## src/rtl/meb_dbus.sv

```systemverilog
// Memory-stage data-bus master: turns load/store ops into single bus transactions,
// big-endian lane steering, load extension, misalignment traps and flush draining.
module meb_dbus (
  input  logic        clk,
  input  logic        rst,
  input  logic [7:0]  meb_alu_op,
  input  logic [31:0] meb_meb_add,
  input  logic [31:0] meb_reg2,
  input  logic        meb_w_reg,
  input  logic [4:0]  meb_w_add,
  input  logic [31:0] meb_w_data,
  input  logic        flush,
  input  logic [31:0] dbus_rdata,
  input  logic        dbus_ack,
  output logic        dbus_req,
  output logic        dbus_we,
  output logic [3:0]  dbus_sel,
  output logic [31:0] dbus_addr,
  output logic [31:0] dbus_wdata,
  output logic        stallreq,
  output logic        wb_w_reg,
  output logic [4:0]  wb_w_add,
  output logic [31:0] wb_w_data,
  output logic        adel,
  output logic        ades
);

  localparam logic [7:0] OP_LB  = 8'b1110_0000;
  localparam logic [7:0] OP_LBU = 8'b1110_0100;
  localparam logic [7:0] OP_LH  = 8'b1110_0001;
  localparam logic [7:0] OP_LHU = 8'b1110_0101;
  localparam logic [7:0] OP_LW  = 8'b1110_0011;
  localparam logic [7:0] OP_SB  = 8'b1110_1000;
  localparam logic [7:0] OP_SH  = 8'b1110_1001;
  localparam logic [7:0] OP_SW  = 8'b1110_1011;

  typedef enum logic [1:0] {S_IDLE, S_BUSY, S_DONE, S_DRAIN} state_t;

  state_t      r_state;
  state_t      w_state_nxt;

  logic [7:0]  r_op;
  logic [1:0]  r_off;
  logic        r_we;
  logic [3:0]  r_sel;
  logic [31:0] r_addr;
  logic [31:0] r_wdata;
  logic [31:0] r_load_data;

  logic        w_is_load;
  logic        w_is_store;
  logic        w_is_half;
  logic        w_is_word;
  logic        w_mem_op;
  logic        w_misalign;
  logic        w_issue;
  logic        w_ack_load;
  logic [3:0]  w_sel;
  logic [31:0] w_wdata;

  // Big-endian lane select: byte offset 0 lives on bits 31:24.
  function automatic logic [3:0] lane_sel(input logic [7:0] op, input logic [1:0] off);
    logic [3:0] s;
    s = 4'b0000;
    case (op)
      OP_LB, OP_LBU, OP_SB: s = 4'b1000 >> off;
      OP_LH, OP_LHU, OP_SH: s = off[1] ? 4'b0011 : 4'b1100;
      OP_LW, OP_SW:         s = 4'b1111;
      default:              s = 4'b0000;
    endcase
    return s;
  endfunction

  function automatic logic [31:0] store_data(input logic [7:0] op, input logic [31:0] src);
    logic [31:0] d;
    d = 32'h0;
    case (op)
      OP_SB:   d = {4{src[7:0]}};
      OP_SH:   d = {2{src[15:0]}};
      OP_SW:   d = src;
      default: d = 32'h0;
    endcase
    return d;
  endfunction

  function automatic logic [31:0] load_ext(input logic [7:0] op, input logic [1:0] off,
                                           input logic [31:0] rd);
    logic [7:0]  b;
    logic [15:0] h;
    logic [31:0] d;
    b = 8'h0;
    case (off)
      2'd0:    b = rd[31:24];
      2'd1:    b = rd[23:16];
      2'd2:    b = rd[15:8];
      default: b = rd[7:0];
    endcase
    h = off[1] ? rd[15:0] : rd[31:16];
    case (op)
      OP_LB:   d = {{24{b[7]}}, b};
      OP_LBU:  d = {24'h0, b};
      OP_LH:   d = {{16{h[15]}}, h};
      OP_LHU:  d = {16'h0, h};
      default: d = rd;
    endcase
    return d;
  endfunction

  assign w_is_load  = (meb_alu_op == OP_LB) || (meb_alu_op == OP_LBU) ||
                      (meb_alu_op == OP_LH) || (meb_alu_op == OP_LHU) ||
                      (meb_alu_op == OP_LW);
  assign w_is_store = (meb_alu_op == OP_SB) || (meb_alu_op == OP_SH) ||
                      (meb_alu_op == OP_SW);
  assign w_is_half  = (meb_alu_op == OP_LH) || (meb_alu_op == OP_LHU) ||
                      (meb_alu_op == OP_SH);
  assign w_is_word  = (meb_alu_op == OP_LW) || (meb_alu_op == OP_SW);
  assign w_mem_op   = w_is_load || w_is_store;
  assign w_misalign = (w_is_half && meb_meb_add[0]) || (w_is_word && (meb_meb_add[1:0] != 2'b00));
  assign w_issue    = (r_state == S_IDLE) && w_mem_op && !w_misalign && !flush;
  assign w_ack_load = (r_state == S_BUSY) && dbus_ack && !flush && !r_we;
  assign w_sel      = lane_sel(meb_alu_op, meb_meb_add[1:0]);
  assign w_wdata    = store_data(meb_alu_op, meb_reg2);

  // State and captured load value.
  always_ff @(posedge clk) begin
    if (rst) begin
      r_state     <= S_IDLE;
      r_load_data <= 32'h0;
    end else begin
      r_state <= w_state_nxt;
      if (w_ack_load)
        r_load_data <= load_ext(r_op, r_off, dbus_rdata);
    end
  end

  // Bus fields latched at issue so they stay put while the request is outstanding.
  always_ff @(posedge clk) begin
    if (w_issue) begin
      r_op    <= meb_alu_op;
      r_off   <= meb_meb_add[1:0];
      r_we    <= w_is_store;
      r_sel   <= w_sel;
      r_addr  <= {meb_meb_add[31:2], 2'b00};
      r_wdata <= w_wdata;
    end
  end

  always_comb begin
    w_state_nxt = r_state;
    case (r_state)
      S_IDLE:  if (w_issue) w_state_nxt = S_BUSY;
      S_BUSY: begin
        if (flush)         w_state_nxt = dbus_ack ? S_IDLE : S_DRAIN;
        else if (dbus_ack) w_state_nxt = S_DONE;
      end
      S_DONE:  w_state_nxt = S_IDLE;
      S_DRAIN: if (dbus_ack) w_state_nxt = S_IDLE;
      default: w_state_nxt = S_IDLE;
    endcase
  end

  always_comb begin
    dbus_req   = 1'b0;
    dbus_we    = 1'b0;
    dbus_sel   = 4'b0000;
    dbus_addr  = 32'h0;
    dbus_wdata = 32'h0;
    stallreq   = 1'b0;
    wb_w_reg   = 1'b0;
    wb_w_add   = 5'h0;
    wb_w_data  = 32'h0;
    adel       = 1'b0;
    ades       = 1'b0;
    if (!rst) begin
      case (r_state)
        S_IDLE: begin
          wb_w_add  = meb_w_add;
          wb_w_data = meb_w_data;
          wb_w_reg  = meb_w_reg && !flush && !w_mem_op;
          adel      = w_is_load && w_misalign;
          ades      = w_is_store && w_misalign;
          if (w_issue) begin
            dbus_req   = 1'b1;
            dbus_we    = w_is_store;
            dbus_sel   = w_sel;
            dbus_addr  = {meb_meb_add[31:2], 2'b00};
            dbus_wdata = w_wdata;
            stallreq   = 1'b1;
          end
        end
        S_BUSY, S_DRAIN: begin
          dbus_req   = 1'b1;
          dbus_we    = r_we;
          dbus_sel   = r_sel;
          dbus_addr  = r_addr;
          dbus_wdata = r_wdata;
          stallreq   = 1'b1;
          wb_w_add   = meb_w_add;
          wb_w_data  = meb_w_data;
        end
        S_DONE: begin
          wb_w_reg  = meb_w_reg && !flush;
          wb_w_add  = meb_w_add;
          wb_w_data = r_we ? meb_w_data : r_load_data;
        end
        default: ;
      endcase
    end
  end

endmodule
```

## config.mk

```make
export PLATFORM = sky130hd
export DESIGN_NAME = meb_dbus
export DESIGN_NICKNAME = d
export VERILOG_FILES = /design/src/rtl/meb_dbus.sv
export SDC_FILE = /design/constraint.sdc
export NUM_CORES = 1
export LEC_CHECK = 0
export ABC_AREA = 1
export CAP_MARGIN = 20
export CORE_MARGIN = 1
export CORE_UTILIZATION = 40
export CTS_CLUSTER_SIZE = 10
export DETAILED_ROUTE_END_ITERATION = 6
export GPL_TIMING_DRIVEN = 0
export PLACE_DENSITY_LB_ADDON = 0.25
export SKIP_CTS_REPAIR_TIMING = 1
export SYNTH_ARGS = -nofsm -noshare
export SYNTH_HDL_FRONTEND = slang
export SYNTH_SLANG_ARGS = --single-unit
export TNS_END_PERCENT = 1
```

## constraint.sdc

```tcl
create_clock -name clk -period 3.3 [get_ports clk]
set_clock_uncertainty 0.05 [all_clocks]
set_input_delay 0.495 -clock clk [delete_from_list [all_inputs] [get_ports clk]]
set_output_delay 0.495 -clock clk [all_outputs]
set_load 0.02 [all_outputs]
```

==> results.md, run 1 <==
- Status: finished with violations
- Violated checks: design-rule violations
- Tmin final: ~3.2 ns
- Post-synth EDFFs: 77
- Port buffer count: approximately 250
- Leak Pwr: 4.67 nW
- Ant diodes: 0
- Cell Area, Synth: 6610 µm²
- Delay-heaviest family, CP: buffers and inverters
- Slew @ Worst Pin: between 0.6 and 0.7 ns
- Die area: roughly 17000 µm²
- Design area: 9700 µm²
- Pre-CTS WS: -0.845 ns
- Total chip power: about 4 mW
- Total number of vias: between 6000 and 7000
- CTS Buffer Depth: 2
- Crit path cell chain: buf_2 > nor2_1 > nand2_1 > clkbuf_2 > o21ai_0 > a21oi_1 > clkdlybuf4s50_1
- Die W: 131 µm
- First-pass GRT wire length: 32.4 mm
- Via density: between 5 and 6
- Setup Viol. Count Final: 0
- Post-synthesis instance total: 899
- Root buf cell: clkbuf_16
- Largest net degree at the start of global routing: 51
- DR iter-0 viols: 552
- Fillers: 1515
- Most common flop cell mapped by yosys: edfxtp_1
- Post-synth cell types: 35
- Data required, critical path: 2.75 ns
- Worst-Skew Late Latency: 0.35 ns
- Final period util: around 100%
- Share of the synthesized area in the top cell type: 35.0%
- Area after DPL: around 9400 µm²
- Worst relative slew slack: around 57%
- Hold Crit Class: reg -> reg
- Setup WS post-layout: ~0.063 ns
- RePlAce Congestion: 0.936
- Final ANT Viol Nets: 0
- Initial antenna violation count: 0
- Max-Cap Viols: 0
- Hpwl dp: between 15 and 20 mm
- Crit path buf inv count: 3
- Max incr delay on CP: 0.65 ns
- Final Max Tran Viols: 0
- PwrDens: ~410 nW/µm²
- Most common cell in the netlist: nand2_1
- Vias in the first global route: 6247
- Total Routed Length: 22.0 mm
- Fin. Hold Viols: 0
- Post-synth top area cell: edfxtp_1
- Seq/Total Area, Yosys: between 40% and 50%
- Arrival time worst endpoint: 2.69 ns
- Total number of yosys warnings: 0
- Ports: around 260
- Max FO, Critical Path: 10
- Kind of critical path: reg -> out
- Sink Count: 111
- #FFs+latches synth: 111
- Setup_tns: 0 ns
- Wire per inst: approximately 16 µm
- Remaining DRCs: 3
- Layout Nets: 1318
- Htree depth: 3
- Synth area leaders: edfxtp_1 35%, nand2_1 15%, dfxtp_1 10%, a21oi_1 9.7%, inv_1 7.7%
- Clock-pin slew of the registers on the worst-case setup and hold paths: approximately 0.080 ns
- Peak VDD IR: 0.279 mV
- CTS tree: yes
- Overflow left after global routing: 0
- Starting Density: 41.3%
- Fmax achieved: 309 MHz
- Startpoint types: register
- Crit. End Element: output pin
- CP max-delay cell: clkdlybuf4s50_1
- Drt pass-1 iters: 7
- GRT Util Overall: between 20% and 30%
- Synth cell count leaders: 256 x nand2_1, 136 x inv_1, 128 x a21oi_1
- Layout cells sized above 1: 9.94%
- FP Rows: 46
- Core area: 16000 µm²
- Asr flop ratio synth: 0%
- Layout area overhead: 46.9%
- RSZ-0062 raised after global routing: true
- Mapped Avg Cell Area: 7.35 µm²
- Num CTS Buffers: 9
- Die Span Y: 131 µm
[final cells by class]
cell class	instances	area [µm²]	share of cell area [%]
clock inverters	7	56.3	0.580
clock buffers	9	225	2.32
plain buffers	54	294	3.03
well taps	216	270	2.79
inverters	145	553	5.70
multi-input cells	590	2820	29.1
repair buffers	261	2490	25.7
flip-flops and latches	111	2990	30.9
[worst min-delay path, delay by kind of cell, from the launching register on]
kind               cells  cell delay, ns
and+or+nand+nor        1            0.06
AOI/OAI and AO/OA      1            0.05
DFF                    1            0.31
[placed cells by master (no fill, tap or decap), types with 17 or more instances in the layout]
cell	count
dfxtp_1	34
edfxtp_1	77
inv_1	136
clkbuf_2	40
o21ai_1	17
a21oi_1	126
clkdlybuf4s50_1	182
nor2_1	65
dlymetal6s2s_1	26
o211ai_1	25
nand2_1	252
o21ai_0	47
clkbuf_1	31
[path summary, 6_finish.rpt]
path | startpoint | end | slack [ns] | cells past startpoint
hold / removal | r_load_data[4] | r_load_data[4] | 0.41 | 2
setup / recovery | r_state[0] | wb_w_data[9] | 0.06 | 7
setup reg to reg | r_state[0] | r_load_data[12] | 1.24 | 9
hold reg to reg | r_load_data[4] | r_load_data[4] | 0.41 | 2
[power by group]
group	leakage, nW	switching (mW)	internal, mW
Clock	0.137	0.525	0.524
Sequential	1.00	0.0215	1.52
Combinational	3.53	0.844	0.573
[logic make-up (layout without fill, tap and decap cells)]
logic type	after synthesis	after routing	synth area share, %
AND/OR/NAND/NOR	342	342	21.0
multiplexers	1	1	0.152
flip-flops	111	111	45.3
other	1	2	0.0568
buffers and inverters	199	476	12.4
AO/OA/AOI/OAI	245	245	21.1
[through the flow]
step                      hold WS, ns  utilization (%)  std cells
after CTS                       0.418             60.8       1386
after global placement          0.400             58.8       1369
final                           0.415             60.6       1393
after detailed placement        0.407             59.0       1370
after floorplan                 0.392                -        900
after global routing            0.428             60.6       1393
[sequential cells by signal, indices dropped and copies added (netlist names)]
signal	cells
r_wdata	32
r_op	8
r_addr	30
r_load_data	32
r_state	2
r_we	1
r_off	2
r_sel	4
[metal layers]
layer	GRT usage, %	vias up	routed length (µm)
li1	-	3496	-
met1	34.1	3161	9630
met2	39.6	308	10100
met3	4.48	30	1770
met4	8.52	0	448
met5	0	-	0
Power figures use the tool's default switching activity.
==> run 2, diff against run 1 <==
CORE_MARGIN = unset   (was 1)
REMOVE_ABC_BUFFERS = 1   (was unset)
==> run 2 against run 1 <==
Net effect: the run ends with negative setup slack left; combinational power fell by 7%; utilization decreased by 0.78 points; routed wire length decreased by 10%; register-to-register slack lost 0.62 ns; flip-flop and latch count is the same; hold slack better by 0.00091 ns; sequential share of layout area up 0.44 points; sequential power up 5%; largest cell class unchanged; largest power group unchanged; highest routed layer unchanged.
==> results.md, run 2 (synthesized netlist as in run 1, its figures left out) <==
- Status: finished with violations
- Violated checks: negative setup slack
- Layout area overhead: 45.0%
- Port buffer count: 254 (+0.40%)
- Worst-Skew Late Latency: 0.35 ns (about the same)
- Layout cells sized above 1: 7.56% (-2.4 points)
- Clock-pin slew of the registers on the worst-case setup and hold paths: 0.07 ns (about the same)
- Final period util: 106% (+7.9 points)
- Via density: 4.98 (-0.83%)
- Data required, critical path: 2.75 ns (about the same)
- Core Util, Final: 59.8% (-0.78 points)
- Slew @ Worst Pin: 0.920 ns (+0.270 ns)
- Die area: 17000 µm² (unchanged)
- Starting Density: 41.3% (unchanged)
- Hpwl dp: 13.5 mm (-19%)
- Fmax achieved: 286 MHz (-7.4%)
- Htree depth: 3 (unchanged)
- DR iter-0 viols: 457 (-17%)
- Worst hold slack: 0.416 ns (+0.000911 ns)
- Kind of critical path: in -> out
- Ant diodes: 0 (unchanged)
- Peak VDD IR: 0.256 mV (-8.2%)
- Total Routed Length: 19.7 mm (-10%)
- Wire per inst: 14.7 µm (-6.8%)
- Vias in the first global route: 6038 (-3.3%)
- Fin cells: 1340 (-3.8%)
- Layout Nets: 1265 (-4.0%)
- CTS tree: yes
- Arrival time worst endpoint: 2.95 ns (+0.26 ns)
- Max incr delay on CP: 0.63 ns (-0.02 ns)
- Startpoint types: input pin
- Ports: 257 (unchanged)
- Max-Cap Viols: 0 (unchanged)
- Design area: 9580 µm² (-1.3%)
- Die W: 131 µm (unchanged)
- Worst relative slew slack: 38.7% (-18 points)
- Setup Viol. Count Final: 14 (+14)
- FP Rows: 46 (unchanged)
- Hold Crit Class: reg -> reg
- Total placed cells including tap cells: 1321 (-3.6%)
- First-pass GRT wire length: 29.6 mm (-8.5%)
- Initial antenna violation count: 0 (unchanged)
- Final Max Tran Viols: 0 (unchanged)
- Leak Pwr: 4.53 nW (-3.1%)
- GRT Util Overall: 22.1% (-2.8 points)
- Most common cell after layout, fill and taps aside: nand2_1
- Drt pass-1 iters: 5 (-2)
- Final ANT Viol Nets: 0 (unchanged)
- Total chip power: 3.97 mW (-0.95%)
- Crit path cell chain: clkdlybuf4s50_1 > nand2_1 > nor2_4 > o211ai_1 > nand3_2 > nand3_4 > inv_6 > nand2_1 > a21oi_1 > clkdlybuf4s50_1
- RSZ-0062 raised after global routing: true
- Tmin final: 3.50 ns (+0.260 ns)
- Total number of vias: 6673 (-4.6%)
- Setup WS post-layout: -0.197 ns (-0.260 ns)
- Core area: 16000 µm² (unchanged)
- Pre-CTS WS: -0.980 ns (-0.135 ns)
- Crit. End Element: output pin
- Root buf cell: clkbuf_16
- Remaining DRCs: 0 (-3)
- Sink Count: 111 (unchanged)
- Overflow left after global routing: 0 (unchanged)
- PwrDens: 414 nW/µm² (+0.35%)
- Most frequent cells in the layout: 252 x nand2_1, 192 x clkdlybuf4s50_1, 135 x inv_1, 128 x a21oi_1, 77 x edfxtp_1
- RePlAce Congestion: 0.848 (-9.4%)
- Die Span Y: 131 µm (unchanged)
- Regs by FF count: r_load_data: 32 flops, r_wdata: 32 flops, r_addr: 30 flops
- Fin. Hold Viols: 0 (unchanged)
- Fillers: 1546 (+2.0%)
- Setup_tns: -2.46 ns (-2.46 ns)
- Max FO, Critical Path: 19 (+9)
- Largest net degree at the start of global routing: 75 (+47%)
- Area after DPL: 9280 µm² (-1.7%)
- CP max-delay cell: clkdlybuf4s50_1
- CTS Buffer Depth: 2 (unchanged)
- Num CTS Buffers: 9 (unchanged)
[run 2: cell types whose count changed in the layout (fill, tap and decap cells not counted), moves of 3 or more]
cell / before / now
clkdlybuf4s50_1: 182 / 192
buf_4: 12 / 24
clkbuf_1: 31 / 2
buf_16: 1 / 4
buf_6: 5 / 0
clkbuf_2: 40 / 6
buf_2: 13 / 7
[run 2: final cells by class]
cell class                 count  area (µm²)  share of cell area, %
clock buffer                  12         246                   2.57
clock inverter                 4        21.3                  0.222
inverter                     145         564                   5.89
multi-input combinational    590        2820                   29.5
sequential                   111        3000                   31.3
tap                          216         270                   2.82
timing repair buffer         260        2640                   27.5
timing repair inverter         2        17.5                  0.183
[run 2: final timing paths]
kind                   from  cells past startpoint              end  slack [ns]
min          r_load_data[5]                      2   r_load_data[5]        0.42
max           meb_alu_op[7]                     10   dbus_wdata[17]       -0.20
max reg2reg      r_state[0]                      7  r_load_data[16]        0.62
min reg2reg  r_load_data[5]                      2   r_load_data[5]        0.42
[run 2: layer usage]
metal / wire length (µm) / global-route usage, % / up-vias
met3: 1510 / 5.78 / 26
met5: 0 / 0 / -
met2: 9420 / 36.3 / 213
met1: 8350 / 27.8 / 3053
li1: - / - / 3381
met4: 434 / 8.65 / 0
[run 2: worst max-delay path: cells and delay by family]
family,cells,cell delay [ns]
compound gates,2,0.37
buf+inv,3,1.35
simple gates,5,0.73
[run 2: power breakdown]
part,total (mW),switching (mW),internal [mW]
clock,1.03,0.500,0.530
combinational,1.32,0.726,0.598
sequential,1.62,0.0918,1.52
